`src/rtl/if_id_issue_buffer_pkg.sv`:
```
// Shared IF/ID definitions: default bundle geometry, the NOP encoding and the
// packed-bundle field layout used by the issue buffer and the ID1 stage.
package if_id_pkg;

  localparam int LANES_DEF  = 2;
  localparam int INST_W_DEF = 32;
  localparam int PC_W_DEF   = 8;

  localparam logic [31:0] NOP_INST = 32'h0;

  // Low bit of lane k inside a lane-concatenated field of width w per lane.
  function automatic int lane_lo(input int lane, input int w);
    return lane * w;
  endfunction

  // Bundle layout, LSB first: inst[], pc[], pc_branch[], pred[], lane_valid[], pc_next.
  function automatic int bnd_off_pc(input int l, input int iw);
    return l * iw;
  endfunction

  function automatic int bnd_off_pcb(input int l, input int iw, input int pw);
    return l * iw + l * pw;
  endfunction

  function automatic int bnd_off_pred(input int l, input int iw, input int pw);
    return l * iw + 2 * l * pw;
  endfunction

  function automatic int bnd_off_lv(input int l, input int iw, input int pw);
    return l * iw + 2 * l * pw + l;
  endfunction

  function automatic int bnd_off_pcn(input int l, input int iw, input int pw);
    return l * iw + 2 * l * pw + 2 * l;
  endfunction

  function automatic int bnd_width(input int l, input int iw, input int pw);
    return l * iw + 2 * l * pw + 2 * l + pw;
  endfunction

  localparam int BND_OFF_PC_DEF   = bnd_off_pc(LANES_DEF, INST_W_DEF);
  localparam int BND_OFF_PCB_DEF  = bnd_off_pcb(LANES_DEF, INST_W_DEF, PC_W_DEF);
  localparam int BND_OFF_PRED_DEF = bnd_off_pred(LANES_DEF, INST_W_DEF, PC_W_DEF);
  localparam int BND_OFF_LV_DEF   = bnd_off_lv(LANES_DEF, INST_W_DEF, PC_W_DEF);
  localparam int BND_OFF_PCN_DEF  = bnd_off_pcn(LANES_DEF, INST_W_DEF, PC_W_DEF);
  localparam int BND_W_DEF        = bnd_width(LANES_DEF, INST_W_DEF, PC_W_DEF);

endpackage

```
`src/rtl/if_id_issue_buffer_bundle_store.sv`:
```
// DEPTH x bundle register array: one write port, pointer-addressed read, clear-all.
// Write lands on the rising edge; read reflects stored state only.
module if_id_bundle_store #(
  parameter int DEPTH = 2,
  parameter int BW    = 8,
  parameter int AW    = $clog2(DEPTH)
) (
  input  logic          clk,
  input  logic          reset,
  input  logic          clear_i,
  input  logic          we_i,
  input  logic [AW-1:0] waddr_i,
  input  logic [BW-1:0] wdata_i,
  input  logic [AW-1:0] raddr_i,
  output logic [BW-1:0] rdata_o
);

  logic [BW-1:0] mem_q [DEPTH];

  always_ff @(posedge clk or negedge reset) begin
    if (!reset) begin
      for (int i = 0; i < DEPTH; i++) mem_q[i] <= '0;
    end else if (clear_i) begin
      for (int i = 0; i < DEPTH; i++) mem_q[i] <= '0;
    end else if (we_i) begin
      mem_q[waddr_i] <= wdata_i;
    end
  end

  assign rdata_o = mem_q[raddr_i];

endmodule

```
`src/rtl/if_id_issue_buffer.sv`:
```
// IF->ID1 bundle buffer: DEPTH-entry circular queue, 1-cycle enqueue-to-output latency.
// in_ready depends on occupancy only; a stalled head stays bit-stable; flush drops everything.
module if_id_issue_buffer
  import if_id_pkg::*;
#(
  parameter int LANES  = LANES_DEF,
  parameter int INST_W = INST_W_DEF,
  parameter int PC_W   = PC_W_DEF,
  parameter int DEPTH  = 2
) (
  input  logic                    clk,
  input  logic                    reset,
  input  logic                    in_valid,
  output logic                    in_ready,
  input  logic [LANES-1:0]        in_lane_kill,
  input  logic [LANES*INST_W-1:0] in_inst,
  input  logic [LANES*PC_W-1:0]   in_pc,
  input  logic [LANES*PC_W-1:0]   in_pc_branch,
  input  logic [LANES-1:0]        in_pred,
  input  logic [PC_W-1:0]         in_pc_next,
  input  logic                    flush,
  output logic                    out_valid,
  input  logic                    out_ready,
  output logic [LANES-1:0]        out_lane_valid,
  output logic [LANES*INST_W-1:0] out_inst,
  output logic [LANES*PC_W-1:0]   out_pc,
  output logic [LANES*PC_W-1:0]   out_pc_branch,
  output logic [LANES-1:0]        out_pred,
  output logic [PC_W-1:0]         out_pc_next,
  output logic [$clog2(DEPTH):0]  count
);

  localparam int PTR_W  = $clog2(DEPTH);
  localparam int CNT_W  = PTR_W + 1;
  localparam int O_PC   = bnd_off_pc(LANES, INST_W);
  localparam int O_PCB  = bnd_off_pcb(LANES, INST_W, PC_W);
  localparam int O_PRED = bnd_off_pred(LANES, INST_W, PC_W);
  localparam int O_LV   = bnd_off_lv(LANES, INST_W, PC_W);
  localparam int O_PCN  = bnd_off_pcn(LANES, INST_W, PC_W);
  localparam int BW     = bnd_width(LANES, INST_W, PC_W);
  localparam logic [CNT_W-1:0] FULL_CNT = CNT_W'(DEPTH);

  logic [PTR_W-1:0] wr_ptr_q, wr_ptr_d, rd_ptr_q, rd_ptr_d;
  logic [CNT_W-1:0] count_q, count_d;
  logic             enq, deq;
  logic [BW-1:0]    wr_bundle, rd_bundle, head;

  assign in_ready  = count_q < FULL_CNT;
  assign out_valid = count_q != '0;
  assign count     = count_q;

  // An all-killed bundle carries nothing, so it never takes an entry.
  assign enq = in_valid && in_ready && !flush && (in_lane_kill != {LANES{1'b1}});
  assign deq = out_valid && out_ready && !flush;

  always_comb begin
    wr_ptr_d = wr_ptr_q;
    rd_ptr_d = rd_ptr_q;
    count_d  = count_q;
    if (flush) begin
      wr_ptr_d = '0;
      rd_ptr_d = '0;
      count_d  = '0;
    end else begin
      if (enq) wr_ptr_d = wr_ptr_q + PTR_W'(1);
      if (deq) rd_ptr_d = rd_ptr_q + PTR_W'(1);
      count_d = count_q + CNT_W'(enq) - CNT_W'(deq);
    end
  end

  always_ff @(posedge clk or negedge reset) begin
    if (!reset) begin
      wr_ptr_q <= '0;
      rd_ptr_q <= '0;
      count_q  <= '0;
    end else begin
      wr_ptr_q <= wr_ptr_d;
      rd_ptr_q <= rd_ptr_d;
      count_q  <= count_d;
    end
  end

  for (genvar k = 0; k < LANES; k++) begin : g_lane
    logic kill;
    assign kill = in_lane_kill[k];
    assign wr_bundle[lane_lo(k, INST_W) +: INST_W] =
      kill ? INST_W'(NOP_INST) : in_inst[lane_lo(k, INST_W) +: INST_W];
    assign wr_bundle[O_PC + lane_lo(k, PC_W) +: PC_W] =
      kill ? '0 : in_pc[lane_lo(k, PC_W) +: PC_W];
    assign wr_bundle[O_PCB + lane_lo(k, PC_W) +: PC_W] =
      kill ? '0 : in_pc_branch[lane_lo(k, PC_W) +: PC_W];
    assign wr_bundle[O_PRED + k] = !kill && in_pred[k];
    assign wr_bundle[O_LV + k]   = !kill;
  end
  assign wr_bundle[O_PCN +: PC_W] = in_pc_next;

  if_id_bundle_store #(
    .DEPTH (DEPTH),
    .BW    (BW)
  ) u_store (
    .clk     (clk),
    .reset   (reset),
    .clear_i (flush),
    .we_i    (enq),
    .waddr_i (wr_ptr_q),
    .wdata_i (wr_bundle),
    .raddr_i (rd_ptr_q),
    .rdata_o (rd_bundle)
  );

  // Dequeued slots keep old data; gating on occupancy keeps it off the outputs.
  assign head = out_valid ? rd_bundle : '0;

  assign out_inst       = head[0 +: LANES*INST_W];
  assign out_pc         = head[O_PC +: LANES*PC_W];
  assign out_pc_branch  = head[O_PCB +: LANES*PC_W];
  assign out_pred       = head[O_PRED +: LANES];
  assign out_lane_valid = head[O_LV +: LANES];
  assign out_pc_next    = head[O_PCN +: PC_W];

endmodule

```
`config.mk`:
```
export PLATFORM = sky130hd
export DESIGN_NAME = if_id_issue_buffer
export DESIGN_NICKNAME = d
export VERILOG_FILES = /design/src/rtl/if_id_issue_buffer_pkg.sv /design/src/rtl/if_id_issue_buffer_bundle_store.sv /design/src/rtl/if_id_issue_buffer.sv
export SDC_FILE = /design/constraint.sdc
export NUM_CORES = 1
export LEC_CHECK = 0
export ABC_AREA = 1
export CORE_MARGIN = 2
export CORE_UTILIZATION = 45
export DETAILED_ROUTE_END_ITERATION = 8
export HOLD_SLACK_MARGIN = 0.02
export PLACE_DENSITY = 0.79
export SETUP_SLACK_MARGIN = 0.05
export SYNTH_ARGS = -nofsm -noshare
export SYNTH_HDL_FRONTEND = slang
export SYNTH_SLANG_ARGS = --single-unit
```
`constraint.sdc`:
```
create_clock -name clk -period 1.5 [get_ports clk]
set_input_delay 0.225 -clock clk [delete_from_list [all_inputs] [get_ports clk]]
set_output_delay 0.225 -clock clk [all_outputs]
set_load 0.02 [all_outputs]
```
==> results of run 1 <==
[cells in the mapped netlist (all sizes together), types with 2 or more instances]
master	n	area, sq um
a21oi	109	546
buf	77	435
inv	109	409
ha	2	25.0
dfrtp	220	5510
nand4	10	62.6
clkbuf	52	195
nor2	61	239
nand3	206	1030
o21ai	3	15.0
nand2	756	2850
clkinv	2	7.51
nor3	44	220
[sequential cells by signal (all words and copies together) (netlist names)]
signal and cells:
count 2, rd_ptr_q 1, u_store.mem_q 216, wr_ptr_q 1
[layer usage]
| metal | vias to the layer above | GRT usage, % | wire (um) |
|---|---|---|---|
| li1 | 5731 | - | - |
| met1 | 6162 | 37.6 | 17300 |
| met2 | 983 | 46.5 | 22100 |
| met3 | 240 | 3.51 | 4890 |
| met4 | 0 | 15.0 | 3250 |
| met5 | - | 0 | 0 |
[power by group through the flow]
stage	logic (mW)	clock network (mW)	registers, mW
2_1_floorplan	2.20	0	6.47
3_3_place_gp	3.87	0	6.51
3_5_place_dp	3.93	0	6.52
4_1_cts	4.35	6.05	6.43
5_1_grt	5.94	6.36	6.53
6_report	5.71	6.10	6.51
[repair_timing]
item,in CTS,in global routing
hold buffers,1,0
setup endpoints to repair,330,331
cloned,6,46
endpoints found under the hold margin,36,0
setup buffers,4,18
gates resized for setup,609,278
pin swaps,5,34
[layout by cell type, fill, tap and decap left out, drive strengths merged]
master / instances
clkbuf: 60
buf: 230
a21oi: 109
nand3: 206
dfrtp: 220
xor2: 1
clkinv: 6
o21ai: 3
nand4: 10
nand2: 761
nor2: 61
bufinv: 3
ha: 2
dlygate4sd3: 1
inv: 109
clkdlybuf4s50: 110
nor3: 44
[worst max-delay path, stage by stage (launching register included)]
cell	delay (ns)
dfrtp_4	0.52
clkinv_8	0.11
buf_12	0.14
buf_8	0.13
nand2_4	0.05
a21oi_2	0.17
buf_4	0.17
[worst max-delay path by stage]
stage | startpoint | end | slack, ns | cells after the start
floorplan | count[1] | count[0] | -0.07 | 9
global placement | rd_ptr_q | out_inst[33] | -0.45 | 5
detailed placement | rd_ptr_q | out_inst[33] | -0.45 | 5
CTS | rd_ptr_q | out_inst[53] | -0.54 | 6
global route | rd_ptr_q | out_pc[8] | -0.59 | 6
finish | rd_ptr_q | out_pc[9] | -0.55 | 6
[metrics by stage]
| stage | setup TNS (ns) | cell area (sq um) | instances | setup WS [ns] |
|---|---|---|---|---|
| 6_report | -113.15 | 18100 | 2266 | -0.550 |
| 5_1_grt | -128.26 | 18100 | 2266 | -0.589 |
| 4_1_cts | -77.27 | 16100 | 2204 | -0.544 |
| 3_5_place_dp | -106.32 | 15100 | 2155 | -0.452 |
| 3_3_place_gp | -99.19 | 15100 | 2155 | -0.448 |
| 2_1_floorplan | -0.116 | 12200 | 1652 | -0.0717 |
[layout make-up]
class	instances	share of cell area [%]
clock inverter	6	0.579
clock buffer	32	3.76
inverter	111	2.48
timing repair inverter	1	0.0621
sequential	220	30.4
tap	330	2.28
multi-input combinational	1197	35.3
timing repair buffer	369	25.2
[cells by family (layout without fill, tap and decap cells)]
logic type | Yosys count | in the layout | share of synthesized area [%]
and+or+nand+nor | 1077 | 1082 | 38.1
buffers and inverters | 240 | 519 | 9.07
DFF | 220 | 220 | 47.7
AOI/OAI and AO/OA | 112 | 112 | 4.85
adders and majority gates | 2 | 2 | 0.217
xor gates and xnor gates | 1 | 1 | 0.0759
==> results.cfg, run 1 <==
[setup_path]
start_kind = flip-flop
required_ns = 1.27
critPathCaptureType = output pin
path_class = reg -> out
crit_arrival_ns = 1.83
r2r_setup_slack_ns = -0.38
r2r_cells = 10
path_max_fanout = 6
rr_startpoint = count[1]
r2r_end = u_store.mem_q[181]

[cts]
ctsRootBufferMaster = clkbuf_16
cts_tree = built
clock_latency_ns = 0.52
clock_path_buffers = 3
numClockSinks = 220
numCtsBuffers = 24
clkTransAtPathRegs_ns = 0.06
htreeDepth = 1

[hold_path]
min-delay-path-class = in -> reg
hold_depth = 4
min_to = count[1]
hp-start = flush

[global_route]
grt_max_degree = 60
grt_pass1_vias = 11713
gr-total-overflow = 0
grt_pass1_wl_um = 61200
grt_usage_pct = 28.6
antenna_found_initial = 0

[floorplanning]
start_util_pct = 45.9
std_cell_rows = 58
die_h_um = 164
core_sq_um = 25200
io_pins = 225
die_w_um = 164
design.die.area_sq_um = 27000

[job]
max_cap_violations = 0

[timing]
worst_pin_slew_ns = 0.577
post-route-period-util_pct = 137
fmax_mhz = 488
worst_slack_ns = -0.550
slew_violations = 0
rsz0062_at_grt = yes
setup-violations-final = 330
holdWs_ns = 0.165
min_period_ns = 2.05
hold_viol = 0
finClkSkew_ns = 0.0150
max-slew-margin-rel_pct = 61.5

[layout]
nets = 2039
fillers = 1762
seqCellArea_sq_um = 5510
drive_above_1_share_pct = 30.3
multi_input_area_sq_um = 6400
syn_to_final_growth_pct = 57.1
num_antenna_cells = 0
final_util_pct = 72.1

[synth]
synth_edf_count = 0
syn_avg_cell_area_sq_um = 6.99
synth_nets = 1767
synth_area_sq_um = 11500
yosysUniqueCellTypes = 23
synth_warnings = 0
syn_inst = 1652
synthArstFlopShare_pct = 100
synth-main-ff-cell = dfrtp_1
seq_area_frac_synth_pct = 47.7
ys_seq_elements = 220

[placed_design]
gp_congestion = 0.877
hpwl_um = 23900
port_buffers = 224

[drt]
dr.pass1.iters = 6
drc = 0
drtIter0Drc = 1427
routedWlPerCell_um = 21.0
ant_nets = 0
vias = 13116
routed_wl_um = 47600
viasPerCell = 5.79

[power_and_ir_drop]
power_frac_seq_pct = 35.5
max-vdd-ir-drop_v = 0.000750
clkPwrFrac_pct = 33.3
intPower_mw = 12.3
switchingPower_mw = 5.98
powerDensity_nw_per_um2 = 1010
swShare_pct = 32.6
finalPower_mw = 18.3
combPwrFrac_pct = 31.2
p_leak_nw = 9.26

[status]
violations = setup timing
outcome = complete, but fails checks
No activity file was read; power rests on OpenSTA's default activity.
==> run 2: changes to the inputs <==
- ABC_AREA: 1 -> not set
- PLACE_DENSITY: 0.79 -> 0.8
==> results.cfg, run 2 <==
[status]
outcome = complete, but fails checks
violations = setup timing

[global_route]
antenna_found_initial = 2
grt_max_degree = 56
gr-total-overflow = 0
grt_usage_pct = 26.8
grt_pass1_vias = 8937
grt_pass1_wl_um = 50500

[timing]
setup-violations-final = 330
finClkSkew_ns = 0.0100
max-slew-margin-rel_pct = 53.5
fin_setup_tns_ns = -116.84
slew_violations = 0
min_period_ns = 2.14
hold_viol = 0
post-route-period-util_pct = 143
rsz0062_at_grt = yes
fmax_mhz = 468
worst_slack_ns = -0.639
worst_pin_slew_ns = 0.698

[drt]
drtIter0Drc = 818
wl_met2_um = 19300
drc = 0
dr.pass1.iters = 7
ant_nets = 0
dr.max_layer_used = met5
viasPerCell = 6.29
met1_length_um = 15500
wl_met3_um = 4110
routed_wl_um = 40000
vias = 9574
routedWlPerCell_um = 26.3

[synth]
synth-main-ff-cell = dfrtp_1
synth_top_area_share_pct = 53.7
syn_inst = 884
seq_area_frac_synth_pct = 53.7
synthArstFlopShare_pct = 100
post-synth-top-count-cell = dfrtp_1
synth_edf_count = 0
synth_largest_area_cell = dfrtp_1
yosysUniqueCellTypes = 29
synth_area_leaders = dfrtp_1 54%, a22o_1 14%, mux2i_1 11%, a311oi_1 4.6%, nor2_1 4.2%
synth_area_sq_um = 10200
synth_warnings = 0
syn_avg_cell_area_sq_um = 11.6
ys_seq_elements = 220
synth_nets = 999
synth_common_cells = 220 x dfrtp_1, 158 x a22o_1, 114 x nor2_1

[setup_path]
r2r_cells = 9
start_kind = flip-flop
slowest_delay_ns = 0.52
crit_arrival_ns = 1.91
worstPathCellList = buf_6 > mux2i_1 > nor2_1 > dlygate4sd2_1
path_class = reg -> out
critPathCaptureType = output pin
required_ns = 1.27
path_max_fanout = 10
cp_slowest_cell = dfrtp_4

[layout]
syn_to_final_growth_pct = 60.0
nets = 1334
drive_above_1_share_pct = 35.5
final_cell_mix = 216 x dfrtp_1, 158 x a22o_1, 116 x buf_4
final_common_cell = dfrtp_1
final_area_sq_um = 16400
largest_reg_flops = 216
largest_register = u_store.mem_q

[placed_design]
port_buffers = 224
gp_congestion = 0.767
hpwl_um = 18400
dpl_cell_area_sq_um = 13200

[power_and_ir_drop]
powerDensity_nw_per_um2 = 1090
finalPower_mw = 17.9
max-vdd-ir-drop_v = 0.000662
p_leak_nw = 7.17

[floorplanning]
die_w_um = 155
die_h_um = 155
design.die.area_sq_um = 24000
core_sq_um = 22500
std_cell_rows = 55
start_util_pct = 45.5
io_pins = 225

[cts]
clock_latency_ns = 0.51
clkTransAtPathRegs_ns = 0.06
numClockSinks = 220
clock_path_buffers = 3
htreeDepth = 1
ctsRootBufferMaster = clkbuf_16
numCtsBuffers = 24
cts_tree = built

[hold_path]
min-delay-path-class = in -> reg
hold_depth = 3

[job]
max_cap_violations = 0
[run 2: changes by cell type after synthesis, moves of 54 or more]
cell      delta
mux2i_1    +108
nand2_1    -754
a311oi_1    +54
nor2_1      +55
a21oi_1    -108
nand3_1    -205
a22o_1     +158
[run 2: final cells by class]
| class | count | area [sq um] |
|---|---|---|
| inverters | 58 | 220 |
| multi-input cells | 518 | 4660 |
| diodes | 1 | 2.50 |
| well taps | 285 | 357 |
| fillers | 1468 | 6110 |
| clock buffers | 36 | 737 |
| repair buffers | 397 | 4810 |
| clock inverters | 6 | 86.3 |
| flip-flops and latches | 220 | 5510 |
[run 2: timing repair]
item | CTS | global route
endpoints found under the hold margin | 190 | 0
gates resized for setup | 546 | 193
buffers inserted | 26 | 36
hold buffers | 1 | 0
setup endpoints to repair | 331 | 331
pin swaps | 20 | 122
gates cloned | 16 | 40
[run 2: cells by family after synthesis]
| family | after synthesis | share of synthesized area, % |
|---|---|---|
| fa+ha+maj | 2 | 0.244 |
| mux | 108 | 10.6 |
| simple gates | 130 | 5.55 |
| buf+inv | 146 | 6.06 |
| xor+xnor | 3 | 0.257 |
| compound gates | 275 | 23.6 |
| flops | 220 | 53.7 |
[run 2: path summary, 6_finish.rpt]
kind                                    start                  to  slack [ns]
max in group asynchronous               reset  u_store.mem_q[109]        0.66
setup reg to reg                     count[1]            count[1]       -0.57
setup / recovery                     rd_ptr_q   out_lane_valid[0]       -0.64
hold / removal                          flush            count[0]        0.12
hold reg to reg            u_store.mem_q[206]  u_store.mem_q[206]        0.49
min in group asynchronous               reset  u_store.mem_q[199]        0.20
[run 2: metrics by stage]
| stage | hold slack [ns] | instances | utilization (%) | setup slack, ns |
|---|---|---|---|---|
| after floorplan | -0.0706 | 884 | - | -0.511 |
| after global placement | 0.168 | 1364 | 58.8 | -0.666 |
| after detailed placement | 0.169 | 1364 | 58.8 | -0.688 |
| after CTS | 0.0863 | 1449 | 65.1 | -0.673 |
| after global routing | 0.111 | 1520 | 72.8 | -0.709 |
| final | 0.115 | 1521 | 72.8 | -0.639 |
[run 2: critical path: cells and delay by family (launching register included)]
| family | cells | cell delay [ns] |
|---|---|---|
| buf+inv | 2 | 0.53 |
| flops | 1 | 0.52 |
| mux | 1 | 0.27 |
| simple gates | 1 | 0.07 |
[run 2: per-layer routing]
layer	track usage (%)	vias to the layer above
li1	-	3971
met3	5.10	101
met5	0	-
met4	6.66	2
met2	44.4	658
met1	36.5	4842
[run 2: where the power goes]
group | leakage [nW] | internal, mW | switching [mW]
Combinational | 3.74 | 2.75 | 2.57
Sequential | 3.03 | 6.18 | 0.193
Clock | 0.403 | 3.73 | 2.44
==> run 3: changes to the inputs <==
==> constraint.sdc (replaced) <==
create_clock -name clk -period 1.5 [get_ports clk]
set_input_delay 0.3 -clock clk [delete_from_list [all_inputs] [get_ports clk]]
set_output_delay 0.3 -clock clk [all_outputs]
set_load 0.02 [all_outputs]
==> results.cfg, run 3 (synthesized netlist as in run 2, its figures left out) <==
[status]
outcome = complete, but fails checks
violations = setup timing

[cts]
numClockSinks = 220
clkTransAtPathRegs_ns = 0.07
ctsRootBufferMaster = clkbuf_16
cts_tree = built
htreeDepth = 1
clock_latency_ns = 0.52
clock_path_buffers = 3
numCtsBuffers = 25

[setup_path]
path_class = reg -> out
path_max_fanout = 5
crit_arrival_ns = 1.97
critPathCaptureType = output pin
required_ns = 1.20
start_kind = flip-flop

[floorplanning]
io_pins = 225
die_h_um = 155
design.die.area_sq_um = 24000
start_util_pct = 45.5
die_w_um = 155
std_cell_rows = 55
core_sq_um = 22500

[drt]
drtIter0Drc = 770
ant_nets = 0
viasPerCell = 6.25
routed_wl_um = 38500
drc = 0
routedWlPerCell_um = 25.4
dr.pass1.iters = 5
vias = 9456

[power_and_ir_drop]
p_leak_nw = 6.98
max-vdd-ir-drop_v = 0.000730
powerDensity_nw_per_um2 = 1090
switchingPower_mw = 5.12
swShare_pct = 29.3
finalPower_mw = 17.5
intPower_mw = 12.4
combPwrFrac_pct = 29.5
power_frac_seq_pct = 36.4
clkPwrFrac_pct = 34.2

[timing]
post-route-period-util_pct = 151
finClkSkew_ns = 0.0129
fin_setup_tns_ns = -125.88
max-slew-margin-rel_pct = 61.1
min_period_ns = 2.27
hold_viol = 0
setup-violations-final = 331
rsz0062_at_grt = yes
worst_slack_ns = -0.767
fmax_mhz = 441
slew_violations = 0
worst_pin_slew_ns = 0.583

[layout]
final_area_sq_um = 16000
drive_above_1_share_pct = 36.0
fillers = 1467
largest_reg_flops = 216
final_cell_mix = 217 x dfrtp_1, 158 x a22o_1, 138 x buf_4
final_util_pct = 71.1
syn_to_final_growth_pct = 56.1
seqCellArea_sq_um = 5510
final_common_cell = dfrtp_1
largest_register = u_store.mem_q
nets = 1325
multi_input_area_sq_um = 4550

[placed_design]
port_buffers = 224
gp_congestion = 0.789
pre_cts_slack_ns = -0.747
hpwl_um = 18800
dpl_cell_area_sq_um = 13200

[global_route]
grt_pass1_vias = 8996
antenna_found_initial = 2
grt_pass1_wl_um = 50400
grt_usage_pct = 26.3
grt_max_degree = 51
gr-total-overflow = 0

[job]
max_cap_violations = 0

[hold_path]
min-delay-path-class = in -> reg
-- run 3: changes by cell type in the layout (fill, tap and decap cells not counted), moves of 9 or more --
cell | before | now
a311oi_1 | 54 | 30
a311oi_2 | 0 | 24
a31o_2 | 24 | 48
a31o_4 | 24 | 0
buf_4 | 116 | 138
buf_6 | 58 | 45
nor2_1 | 95 | 106
buf_2 | 16 | 7
nor2_2 | 14 | 5
-- run 3: worst paths after layout --
check                           cells after the start                 end  slack (ns)                from
max in group asynchronous                           3   u_store.mem_q[15]        0.62               reset
worst max register to register                      9            count[1]       -0.48            count[1]
min in group asynchronous                           2  u_store.mem_q[198]        0.30               reset
worst max-delay path                                7        out_inst[14]       -0.77            rd_ptr_q
worst min register to register                      1  u_store.mem_q[207]        0.49  u_store.mem_q[207]
worst min-delay path                                3            count[0]        0.14               flush
-- run 3: area by class of cell --
| cell class | count | area share, % |
|---|---|---|
| Inverter | 58 | 1.39 |
| Timing Repair Buffer | 387 | 28.5 |
| Clock inverter | 8 | 0.422 |
| Clock buffer | 37 | 4.57 |
| Multi-Input combinational cell | 518 | 28.4 |
| Sequential cell | 220 | 34.5 |
| Antenna cell | 1 | 0.0156 |
| Tap cell | 285 | 2.23 |
-- run 3: worst max-delay path, stage by stage, from the launching register on --
cell,delay [ns]
dfrtp_4,0.49
buf_12,0.15
buf_12,0.13
buf_12,0.13
buf_6,0.12
mux2i_4,0.18
nor2_1,0.10
buf_4,0.15
-- run 3: routing by layer --
layer / GRT usage (%) / vias to the layer above / part of all wire, %
li1: - / 3944 / -
met1: 36.3 / 4795 / 39
met2: 43.3 / 606 / 49
met3: 5.35 / 109 / 8.5
met4: 5.86 / 2 / 3.3
met5: 0 / - / 0.034
-- run 3: repair_timing --
| item | 4_1_cts | 5_1_grt |
|---|---|---|
| hold buffers | 1 | 0 |
| gates resized for setup | 601 | 114 |
| endpoints found under the hold margin | 40 | 0 |
| setup endpoints to repair | 330 | 331 |
| pin swaps | 32 | 134 |
| cloned | 12 | 34 |
| setup buffers | 33 | 30 |
-- run 3: stage by stage --
step                hold WS, ns  std cells
detailed placement        0.259       1364
floorplan               0.00441        884
global route              0.144       1513
global placement          0.254       1364
CTS                       0.122       1455
finish                    0.141       1514
-- run 3: power by group through the flow --
stage | logic, mW | clock network (mW) | registers, mW
after floorplan | 1.58 | 0 | 6.39
after global placement | 3.01 | 0 | 6.44
after detailed placement | 3.04 | 0 | 6.45
after CTS | 4.24 | 5.99 | 6.33
after global routing | 5.33 | 6.23 | 6.37
final | 5.16 | 5.97 | 6.36
